--- src/rtl/fetch_pkg.sv ---
// Shared widths, default sizing and encodings for the instruction fetch unit.
package fetch_pkg;

    localparam int unsigned DefDepth = 4;
    localparam int unsigned DefPcw   = 8;
    localparam int unsigned InstrW   = 16;

    typedef enum logic [1:0] {
        ClsAlu    = 2'b00,
        ClsMem    = 2'b01,
        ClsBranch = 2'b10,
        ClsMov    = 2'b11
    } instr_class_e;

    typedef enum logic [1:0] {
        StFetch,
        StFull,
        StRedirect
    } fetch_state_e;

    function automatic instr_class_e decode_class(input logic [InstrW-1:0] word);
        return instr_class_e'(word[InstrW-1:InstrW-2]);
    endfunction

endpackage

--- src/rtl/fetch_fifo.sv ---
// Prefetch queue of {pc, instruction} entries with synchronous flush.
module fetch_fifo
    import fetch_pkg::*;
#(
    parameter int unsigned Depth = DefDepth,
    parameter int unsigned Width = DefPcw + InstrW
) (
    input  logic                       clk_i,
    input  logic                       rst_i,
    input  logic                       push_i,
    input  logic                       pop_i,
    input  logic                       flush_i,
    input  logic [Width-1:0]           data_i,
    output logic [Width-1:0]           data_o,
    output logic [$clog2(Depth):0]     count_o,
    output logic                       full_o,
    output logic                       empty_o
);

    localparam int unsigned PtrW = $clog2(Depth);
    localparam int unsigned CntW = PtrW + 1;

    logic [Width-1:0] mem_q [Depth];
    logic [PtrW-1:0]  head_q, tail_q;
    logic [CntW-1:0]  count_q;
    logic             push_ok, pop_ok;

    always_comb begin
        full_o  = (count_q == CntW'(Depth));
        empty_o = (count_q == '0);
        // A push into a full queue is only legal when the head frees its slot this cycle.
        push_ok = push_i && (!full_o || pop_i);
        pop_ok  = pop_i && !empty_o;
        data_o  = mem_q[head_q];
        count_o = count_q;
    end

    always_ff @(posedge clk_i or posedge rst_i) begin
        if (rst_i) begin
            head_q  <= '0;
            tail_q  <= '0;
            count_q <= '0;
        end else if (flush_i) begin
            head_q  <= '0;
            tail_q  <= '0;
            count_q <= '0;
        end else begin
            if (push_ok) tail_q <= tail_q + PtrW'(1);
            if (pop_ok)  head_q <= head_q + PtrW'(1);
            count_q <= count_q + CntW'(push_ok) - CntW'(pop_ok);
        end
    end

    always_ff @(posedge clk_i) begin
        if (push_ok && !flush_i) mem_q[tail_q] <= data_i;
    end

endmodule

--- src/rtl/instr_fetch_unit.sv ---
// Instruction fetch: one-cycle-latency memory requests feeding a prefetch queue,
// with jump redirect that flushes queued and in-flight instructions.
module instr_fetch_unit
    import fetch_pkg::*;
#(
    parameter int unsigned DEPTH = DefDepth,
    parameter int unsigned PCW   = DefPcw
) (
    input  logic              clk,
    input  logic              reset,
    output logic [PCW-1:0]    imem_addr,
    output logic              imem_en,
    input  logic [InstrW-1:0] imem_data,
    input  logic              jump,
    input  logic [PCW-1:0]    jump_target,
    input  logic              instr_ready,
    output logic              instr_valid,
    output logic [InstrW-1:0] instr,
    output logic [PCW-1:0]    instr_pc,
    output logic [1:0]        instr_class
);

    localparam int unsigned CntW = $clog2(DEPTH) + 1;
    localparam int unsigned EntW = PCW + InstrW;

    fetch_state_e    state_q, state_d;
    logic [PCW-1:0]  fetch_pc_q, fetch_pc_d;
    logic [PCW-1:0]  inflight_pc_q;
    logic            inflight_q;
    logic            issue, push, pop;
    logic [CntW-1:0] count;
    logic            full, empty;
    logic [EntW-1:0] head;
    logic [CntW:0]   occ_now, occ_next;

    fetch_fifo #(
        .Depth (DEPTH),
        .Width (EntW)
    ) u_fifo (
        .clk_i   (clk),
        .rst_i   (reset),
        .push_i  (push),
        .pop_i   (pop),
        .flush_i (jump),
        .data_i  ({inflight_pc_q, imem_data}),
        .data_o  (head),
        .count_o (count),
        .full_o  (full),
        .empty_o (empty)
    );

    always_comb begin
        instr_valid = !empty && (state_q != StRedirect);
        instr       = head[InstrW-1:0];
        instr_pc    = head[EntW-1:InstrW];
        instr_class = decode_class(instr);
        pop         = instr_valid && instr_ready;
        push        = inflight_q && !jump;

        // Occupancy counts the in-flight request so the queue can always absorb its response.
        occ_now  = {1'b0, count} + (CntW + 1)'(inflight_q) - (CntW + 1)'(pop);
        issue    = (state_q == StFetch) && !jump && !reset && !full &&
                   (occ_now < (CntW + 1)'(DEPTH));
        occ_next = occ_now + (CntW + 1)'(issue);

        imem_en   = issue;
        imem_addr = fetch_pc_q;

        state_d    = state_q;
        fetch_pc_d = issue ? fetch_pc_q + PCW'(1) : fetch_pc_q;
        if (jump) begin
            state_d    = StRedirect;
            fetch_pc_d = jump_target;
        end else begin
            case (state_q)
                StFetch:    if (occ_next == (CntW + 1)'(DEPTH)) state_d = StFull;
                StFull:     if (pop) state_d = StFetch;
                StRedirect: state_d = StFetch;
                default:    state_d = StFetch;
            endcase
        end
    end

    always_ff @(posedge clk or posedge reset) begin
        if (reset) begin
            state_q       <= StFetch;
            fetch_pc_q    <= '0;
            inflight_q    <= 1'b0;
            inflight_pc_q <= '0;
        end else begin
            state_q    <= state_d;
            fetch_pc_q <= fetch_pc_d;
            inflight_q <= issue;
            if (issue) inflight_pc_q <= fetch_pc_q;
        end
    end

endmodule

--- config.mk ---
export PLATFORM = sky130hd
export DESIGN_NAME = instr_fetch_unit
export DESIGN_NICKNAME = d
export VERILOG_FILES = /design/src/rtl/fetch_pkg.sv /design/src/rtl/fetch_fifo.sv /design/src/rtl/instr_fetch_unit.sv
export SDC_FILE = /design/constraint.sdc
export NUM_CORES = 1
export LEC_CHECK = 0
export CAP_MARGIN = 15
export CORE_ASPECT_RATIO = 1.1
export CORE_MARGIN = 2
export CORE_UTILIZATION = 45
export DETAILED_ROUTE_END_ITERATION = 10
export PLACE_DENSITY_LB_ADDON = 0.08
export SETUP_SLACK_MARGIN = 0.3
export SYNTH_ARGS = -nofsm -noshare
export SYNTH_HDL_FRONTEND = slang
export SYNTH_SLANG_ARGS = --single-unit
--- constraint.sdc ---
create_clock -name clk -period 6 [get_ports clk]
set_input_delay 1.2 -clock clk [delete_from_list [all_inputs] [get_ports clk]]
set_output_delay 1.2 -clock clk [all_outputs]
set_load 0.02 [all_outputs]
==> impl_metrics.ini, run 1 <==
[outcome]
status = finished clean

[worst_setup_path]
reg2reg_slack_ps = 2510
crit_type = in -> out
required_ps = 4800
endpoint_kind = primary output
cp-start-kind = primary input
rr_worst_depth = 16
r2r-start = u_fifo.count_o[1]
cp_max_fo = 20
r2r-end = state_q[0]
crit_end = imem_en
arrival_ps = 4090
startpoint = instr_ready

[placed_design]
port_buffers = 63
place_congestion = 0.775
place_hpwl_mm = 5.36
dp_cells = 494
placed_area_um2 = 5820

[floorplanning]
dieHeight_um = 115
core_area_um2 = 10900
die-area_um2 = 12000
start_util = 0.461
die_x_um = 105
pin_count = 64
row_count = 40

[grt]
track_usage = 0.157
grt_overflow_total = 0
grt_pass1_vias = 2850
antenna_found_initial = 0
grt_max_degree = 28
grt_pass1_wl_mm = 14.3

[sta]
tns_ps = 0
fin_skew_ps = 6.11
max_slew_margin = 0.396
worst_slew_pin_slew_ps = 907
final_max_slew_viol_count = 0
hold_slack_ps = 526
finalHoldViolCount = 0
min_period_over_period = 0.882
rsz0062_at_grt = no
max_freq_ghz = 0.189
min_period_ps = 5290
setup_viol = 0

[clock_network]
insertion_delay_ps = 390
cts_hold_buf = 0
cts_root_buf = clkbuf_16
cts_buffer_depth = 2
h-tree-depth = 4
ctsResizeCount = 0
cts_buffers = 17
cts_tree = done
cts_sinks = 122
path_clk_slew_ps = 50
cts_setup_buffers = 0

[synthesis]
ys.flop_type = edfxtp_1
synth_fp_nets = 334
ys_warn_count = 0
synth_top_area_cell = edfxtp_1
netlist_top_cells_area = edfxtp_1 (57%), dfrtp_1 (13%), mux4_2 (11%)
ys_ff_latch = 122
synth-async-reset-ratio = 0.213
synth_cells = 291
synth_edf_count = 96
synth.top_cell.area_share = 0.573
synth.distinct_cells = 36
syn_area_um2 = 5030
avgSynthCellArea_um2 = 17.3
yosysSeqAreaShare = 0.702

[drt]
drtPass1Iterations = 4
wire_per_inst_um = 16.5
ant_nets = 0
drt_iter0_drc = 108
via_per_inst = 5.08
wl_mm = 8.70
drc = 0
num_vias = 2674

[power]
irDropWorstVdd_v = 0.000221
powerDensity_nw_per_um2 = 417
power_mw = 2.69
p_leak_nw = 2.31

[layout]
mostFrequentLayoutCell = edfxtp_1
final_net_count = 409
stdcell_count = 526
fin_area_um2 = 6450
syn_to_final_growth_pct = 28.2
final_cell_mix = edfxtp_1 (96), clkdlybuf4s50_1 (63), nand2_1 (27)
diodes = 0
drive_above_1_share = 0.174

[hold_path]
hp-class = reg -> reg

[run]
cap_viol_max_count = 0
[report_power, final]
group / total (mW) / leakage (nW) / internal (mW) / switching [mW]
clock: 1.07 / 0.297 / 0.731 / 0.340
combinational: 0.517 / 0.815 / 0.265 / 0.252
sequential: 1.10 / 1.20 / 1.01 / 0.0926
[per-layer routing]
metal	vias to the layer above	global-route usage	routed length, um
met5	-	0	0
met4	0	0.0613	91
met3	6	0.0380	271
met2	51	0.271	4550
met1	1357	0.193	3790
li1	1260	-	-
[Yosys cell counts, drive strengths merged, types with 3 or more instances]
library cell and number:
nand2 27, mux4 24, inv 15, xnor2 6, nor2b 3, nand3b 5
or3 5, mux2i 3, and2 5, buf 8, nor2 7, nand3 8
clkbuf 7, o21ai 3, ha 13, dfrtp 26, edfxtp 96, a21o 3
a32oi 4
[logic make-up (layout without fill, tap and decap cells)]
kind of cell,count (synthesis),after routing,synth area share
multiplexers,27,27,0.113
AND/OR/NAND/NOR,68,68,0.0669
buffers and inverters,31,119,0.0316
AO/OA/AOI/OAI,20,20,0.0318
flip-flops,122,122,0.702
XOR/XNOR,8,8,0.0139
adder cells (fa/ha/maj),15,15,0.0403
[how the worst min path moves through the flow]
stage,startpoint,to,depth (start not counted)
floorplan,inflight_pc_q[0],u_fifo.mem_q[0][16],0
global placement,inflight_pc_q[1],u_fifo.mem_q[3][17],0
detailed placement,inflight_pc_q[1],u_fifo.mem_q[1][17],0
CTS,inflight_pc_q[2],u_fifo.mem_q[3][18],0
global route,inflight_pc_q[2],u_fifo.mem_q[3][18],0
finish,inflight_pc_q[1],u_fifo.mem_q[2][17],0
[layout make-up]
type / count / area (um2)
Sequential cell: 122 / 3530
Clock buffer: 18 / 429
Fill cell: 867 / 4460
Clock inverter: 14 / 203
Tap cell: 147 / 184
Multi-Input combinational cell: 138 / 1340
Inverter: 16 / 72.6
Timing Repair Buffer: 71 / 691
[sequential cells by signal (all words and copies together) (netlist names)]
signal	cells
u_fifo.mem_q	96
imem_addr	8
inflight_pc_q	8
u_fifo.count_o	3
state_q	2
u_fifo.head_q	2
u_fifo.tail_q	2
inflight_q	1
[critical path: stages]
cell,delay (ps)
clkdlybuf4s50_1,450
inv_1,40
a211oi_1,210
ha_1,260
inv_1,50
ha_1,150
inv_1,50
fa_1,360
xor2_1,220
nand3b_1,100
a21o_1,240
clkinv_8,120
clkdlybuf4s50_1,610
[through the flow]
step                      worst slack [ps]  utilization
after detailed placement               692        0.534
after floorplan                       1670            -
after global placement                 700        0.534
after global routing                   500        0.592
final                                  707        0.592
after CTS                              684        0.592
(Power assumes the default switching activity.)
==> run 2, diff against run 1 <==
--- a/config.mk
+++ b/config.mk
@@ -5,12 +5,13 @@
 export SDC_FILE = /design/constraint.sdc
 export NUM_CORES = 1
 export LEC_CHECK = 0
-export CAP_MARGIN = 15
 export CORE_ASPECT_RATIO = 1.1
 export CORE_MARGIN = 2
 export CORE_UTILIZATION = 45
 export DETAILED_ROUTE_END_ITERATION = 10
+export HOLD_SLACK_MARGIN = 0.12
 export PLACE_DENSITY_LB_ADDON = 0.08
+export RECOVER_POWER = 100
 export SETUP_SLACK_MARGIN = 0.3
 export SYNTH_ARGS = -nofsm -noshare
 export SYNTH_HDL_FRONTEND = slang
==> run 2 against run 1 <==
Non-clock buffer count unchanged. Maximum frequency decreased by 3.3%. Critical path type unchanged. Highest routed layer unchanged. Utilization decreased by 0.32 points. Hold slack improved by 1.7 ps. The run now ends with capacitance limit, slew limit left. Die area unchanged. Largest cell class unchanged.
==> impl_metrics.ini, run 2 (synthesis results as in run 1) <==
[outcome]
status = finished with violations
violations = capacitance limit, slew limit

[floorplanning]
pin_count = 64
row_count = 40
die-area_um2 = 12000
die_x_um = 105
start_util = 0.461
dieHeight_um = 115
core_area_um2 = 10900

[drt]
via_per_inst = 5.07
drc = 0
num_vias = 2669
wl_mm = 8.66
ant_nets = 0
drtPass1Iterations = 4
drt_iter0_drc = 125
wire_per_inst_um = 16.5

[sta]
finalHoldViolCount = 0
setup_viol = 0
fin_skew_ps = 6.48
max_freq_ghz = 0.183
tns_ps = 0
max_slew_margin = -0.117
rsz0062_at_grt = no
final_max_slew_viol_count = 102
worst_slew_pin_slew_ps = 1680
min_period_over_period = 0.912
setup_slack_ps = 527
min_period_ps = 5470

[layout]
fin_util = 0.588
multi_input_area_um2 = 1330
final_cell_mix = edfxtp_1 (96), dlygate4sd3_1 (53), nand2_1 (27)
final_net_count = 409
syn_to_final_growth_pct = 27.5
fill_cells = 873
largest_reg_flops = 96
diodes = 0
mostFrequentLayoutCell = edfxtp_1
seq_area_um2 = 3530
drive_above_1_share = 0.150
max_flop_register = u_fifo.mem_q

[placed_design]
pre_cts_slack_ps = 692
place_congestion = 0.775
port_buffers = 63
place_hpwl_mm = 5.36

[hold_path]
holdCritStartpoint = inflight_pc_q[1]
holdPathStages = 0
hp-class = reg -> reg
worstHoldEndpoint = u_fifo.mem_q[2][17]

[clock_network]
cts_tree = done
cts_buffers = 17
cts_hold_buf = 0
path_clk_slew_ps = 50
cts_buffer_depth = 2
insertion_delay_ps = 400
cts_sinks = 122
h-tree-depth = 4
ctsResizeCount = 0
cts_setup_buffers = 0
cts_root_buf = clkbuf_16

[grt]
grt_overflow_total = 0
grt_pass1_wl_mm = 14.3
track_usage = 0.157
grt_pass1_vias = 2850
antenna_found_initial = 0
grt_max_degree = 28

[power]
irDropWorstVdd_v = 0.000220
p_leak_nw = 2.31
powerDensity_nw_per_um2 = 415

[worst_setup_path]
cp_max_fo = 20
required_ps = 4800
r2r-start = u_fifo.count_o[1]
crit_type = in -> out
cp_slowest_cell = dlygate4sd3_1
r2r-end = u_fifo.mem_q[0][18]
reg2reg_slack_ps = 2410
critPathMaxStageDelay_ps = 680
cp-start-kind = primary input
cp_common_cell = inv_1
rr_worst_depth = 6
arrival_ps = 4270
endpoint_kind = primary output
startpoint = instr_ready
path_cells = dlygate4sd3_1 > inv_1 > a211oi_1 > ha_1 > inv_1 > ha_1 > inv_1 > fa_1 > xor2_1 > nand3b_1 > a21o_1 > clkinv_8 > dlygate4sd3_1

[run]
cap_viol_max_count = 4
==> run 2: area by class of cell <==
type	instances	area share
Tap cell	147	0.0287
Multi-Input combinational cell	138	0.208
Inverter	16	0.0113
Sequential cell	122	0.550
Clock inverter	14	0.0316
Timing Repair Buffer	71	0.104
Clock buffer	18	0.0669
==> run 2: critical path, delay by kind of cell <==
family | cells | cell delay (ps)
AO/OA/AOI/OAI | 2 | 490
XOR/XNOR | 1 | 220
adder cells (fa/ha/maj) | 3 | 770
buffers and inverters | 6 | 1470
AND/OR/NAND/NOR | 1 | 100
==> run 2: worst max path at each step <==
stage	to	depth (start not counted)
floorplan	imem_en	13
global placement	imem_en	13
detailed placement	imem_en	13
CTS	imem_en	13
global route	imem_en	7
finish	imem_en	13
==> run 2: per-stage QoR <==
step | cell area [um2] | hold slack (ps) | power, mW | instances
3_5_place_dp | 5820 | 514 | 1.64 | 494
2_1_floorplan | 5030 | 476 | 1.44 | 291
3_3_place_gp | 5820 | 497 | 1.63 | 494
5_1_grt | 6420 | 559 | 2.79 | 526
4_1_cts | 6450 | 524 | 2.72 | 526
6_report | 6420 | 527 | 2.66 | 526
==> run 2: where the power goes <==
group / switching, mW / total [mW] / internal (mW)
sequential: 0.0910 / 1.10 / 1.01
clock: 0.340 / 1.07 / 0.731
combinational: 0.249 / 0.491 / 0.242
==> run 2: routing by layer <==
| layer | wire length, um | up-vias | track usage |
|---|---|---|---|
| met1 | 3760 | 1347 | 0.193 |
| met4 | 91 | 0 | 0.0613 |
| met2 | 4510 | 56 | 0.271 |
| li1 | - | 1260 | - |
| met5 | 0 | - | 0 |
| met3 | 298 | 6 | 0.0380 |
==> run 3, diff against run 2 <==
--- a/config.mk
+++ b/config.mk
@@ -5,6 +5,8 @@
 export SDC_FILE = /design/constraint.sdc
 export NUM_CORES = 1
 export LEC_CHECK = 0
+export CELL_PAD_IN_SITES_DETAIL_PLACEMENT = 1
+export CELL_PAD_IN_SITES_GLOBAL_PLACEMENT = 1
 export CORE_ASPECT_RATIO = 1.1
 export CORE_MARGIN = 2
 export CORE_UTILIZATION = 45
==> run 3 against run 2 <==
Critical path type unchanged. Clock-buffer cell count increased by 1. Critical endpoint unchanged. The run still ends with capacitance limit, slew limit left. Final cell count is the same. Routed wire length grew 15%. Largest cell class unchanged. Clock skew down 0.57 ps.
==> impl_metrics.ini, run 3 (synthesis results as in run 1) <==
[worst_setup_path]
reg2reg_slack_ps = 2380
path_buf_inv = 6
cp_slowest_cell = dlygate4sd3_1
cp_top_family = buffers and inverters
cp_max_fo = 20
rr_worst_depth = 6
required_ps = 4800
r2r-end = u_fifo.mem_q[2][1]
arrival_ps = 4320
cp-start-kind = primary input
r2r-start = u_fifo.count_o[1]
path_cells = dlygate4sd3_1 > inv_1 > a211oi_1 > ha_1 > inv_1 > ha_1 > inv_1 > fa_1 > xor2_1 > nand3b_1 > a21o_1 > clkinv_8 > dlygate4sd3_1
critPathMaxStageDelay_ps = 680
endpoint_kind = primary output
cp_common_cell = inv_1
crit_type = in -> out

[floorplanning]
dieHeight_um = 115
pin_count = 64
start_util = 0.461
core_area_um2 = 10900
die-area_um2 = 12000
row_count = 40
die_x_um = 105

[clock_network]
cts_hold_buf = 0
cts_sinks = 122
insertion_delay_ps = 410
cts_buffers = 17
cts_buffer_depth = 2
h-tree-depth = 4
cts_tree = done
ctsResizeCount = 0
cts_root_buf = clkbuf_16
path_clk_slew_ps = 60
cts_setup_buffers = 0

[layout]
fill_cells = 1058
max_flop_register = u_fifo.mem_q
final_net_count = 409
drive_above_1_share = 0.158
final_cell_mix = edfxtp_1 (96), dlygate4sd3_1 (53), nand2_1 (27)
fin_area_um2 = 6380
largest_reg_flops = 96
fin_util = 0.585
syn_to_final_growth_pct = 26.9
mostFrequentLayoutCell = edfxtp_1
diodes = 0
stdcell_count = 526

[grt]
track_usage = 0.182
grt_pass1_wl_mm = 16.4
antenna_found_initial = 0
grt_pass1_vias = 3070
grt_max_degree = 28
grt_overflow_total = 0

[sta]
rsz0062_at_grt = no
tns_ps = 0
max_slew_margin = -0.108
max_freq_ghz = 0.181
worst_slew_pin_slew_ps = 1660
min_period_over_period = 0.920
setup_viol = 0
min_period_ps = 5520
hold_slack_ps = 520
final_max_slew_viol_count = 154
fin_skew_ps = 5.91
finalHoldViolCount = 0
setup_slack_ps = 480

[run]
cap_viol_max_count = 6

[placed_design]
place_congestion = 0.759
place_hpwl_mm = 6.07
pre_cts_slack_ps = 658
placed_area_um2 = 5820
port_buffers = 63
dp_cells = 494

[outcome]
violations = capacitance limit, slew limit
status = finished with violations

[hold_path]
holdCritStartpoint = inflight_pc_q[5]
worstHoldEndpoint = u_fifo.mem_q[2][21]
hp-class = reg -> reg
holdPathStages = 0

[drt]
drt_iter0_drc = 116
wire_per_inst_um = 18.9
drtPass1Iterations = 4
wl_mm = 9.94
drc = 0
via_per_inst = 5.25
num_vias = 2760
ant_nets = 0

[power]
powerDensity_nw_per_um2 = 407
irDropWorstVdd_v = 0.000194
power_mw = 2.60
p_leak_nw = 2.28
## run 3: cell types whose count changed in the layout (fill, tap and decap cells not counted)
cell,change
clkinv_4,+3
clkinvlp_4,+2
and2_1,-2
clkbuf_8,+2
clkinv_1,-2
inv_6,+1
clkinv_2,-2
clkbuf_1,-1
bufinv_16,-3
and2_0,+2
## run 3: cell type report
type / count / area, um2 / share of cell area
Inverter: 16 / 72.6 / 0.0114
Clock buffer: 19 / 453 / 0.0709
Sequential cell: 122 / 3530 / 0.553
Timing Repair Buffer: 71 / 664 / 0.104
Multi-Input combinational cell: 138 / 1330 / 0.209
Tap cell: 147 / 184 / 0.0288
Clock inverter: 13 / 145 / 0.0227
## run 3: per-layer routing
layer / wire length, um / GRT usage / vias to the layer above
met5: 0 / 0 / -
met4: 125 / 0.0693 / 0
met3: 396 / 0.0488 / 8
met2: 5210 / 0.317 / 69
met1: 4200 / 0.218 / 1422
li1: - / - / 1261
## run 3: worst max path at each step
stage	cells after the start	from	endpoint	slack, ps
3_3_place_gp	13	instr_ready	imem_en	660
4_1_cts	13	instr_ready	imem_en	640
6_report	13	instr_ready	imem_en	480
5_1_grt	13	instr_ready	imem_en	270
2_1_floorplan	13	instr_ready	imem_en	1670
3_5_place_dp	13	instr_ready	imem_en	660
## run 3: where the power goes
group	leakage [nW]	total, mW	switching, mW	internal, mW
registers	1.20	1.10	0.0898	1.01
clock network	0.274	0.998	0.364	0.634
logic	0.806	0.503	0.260	0.243
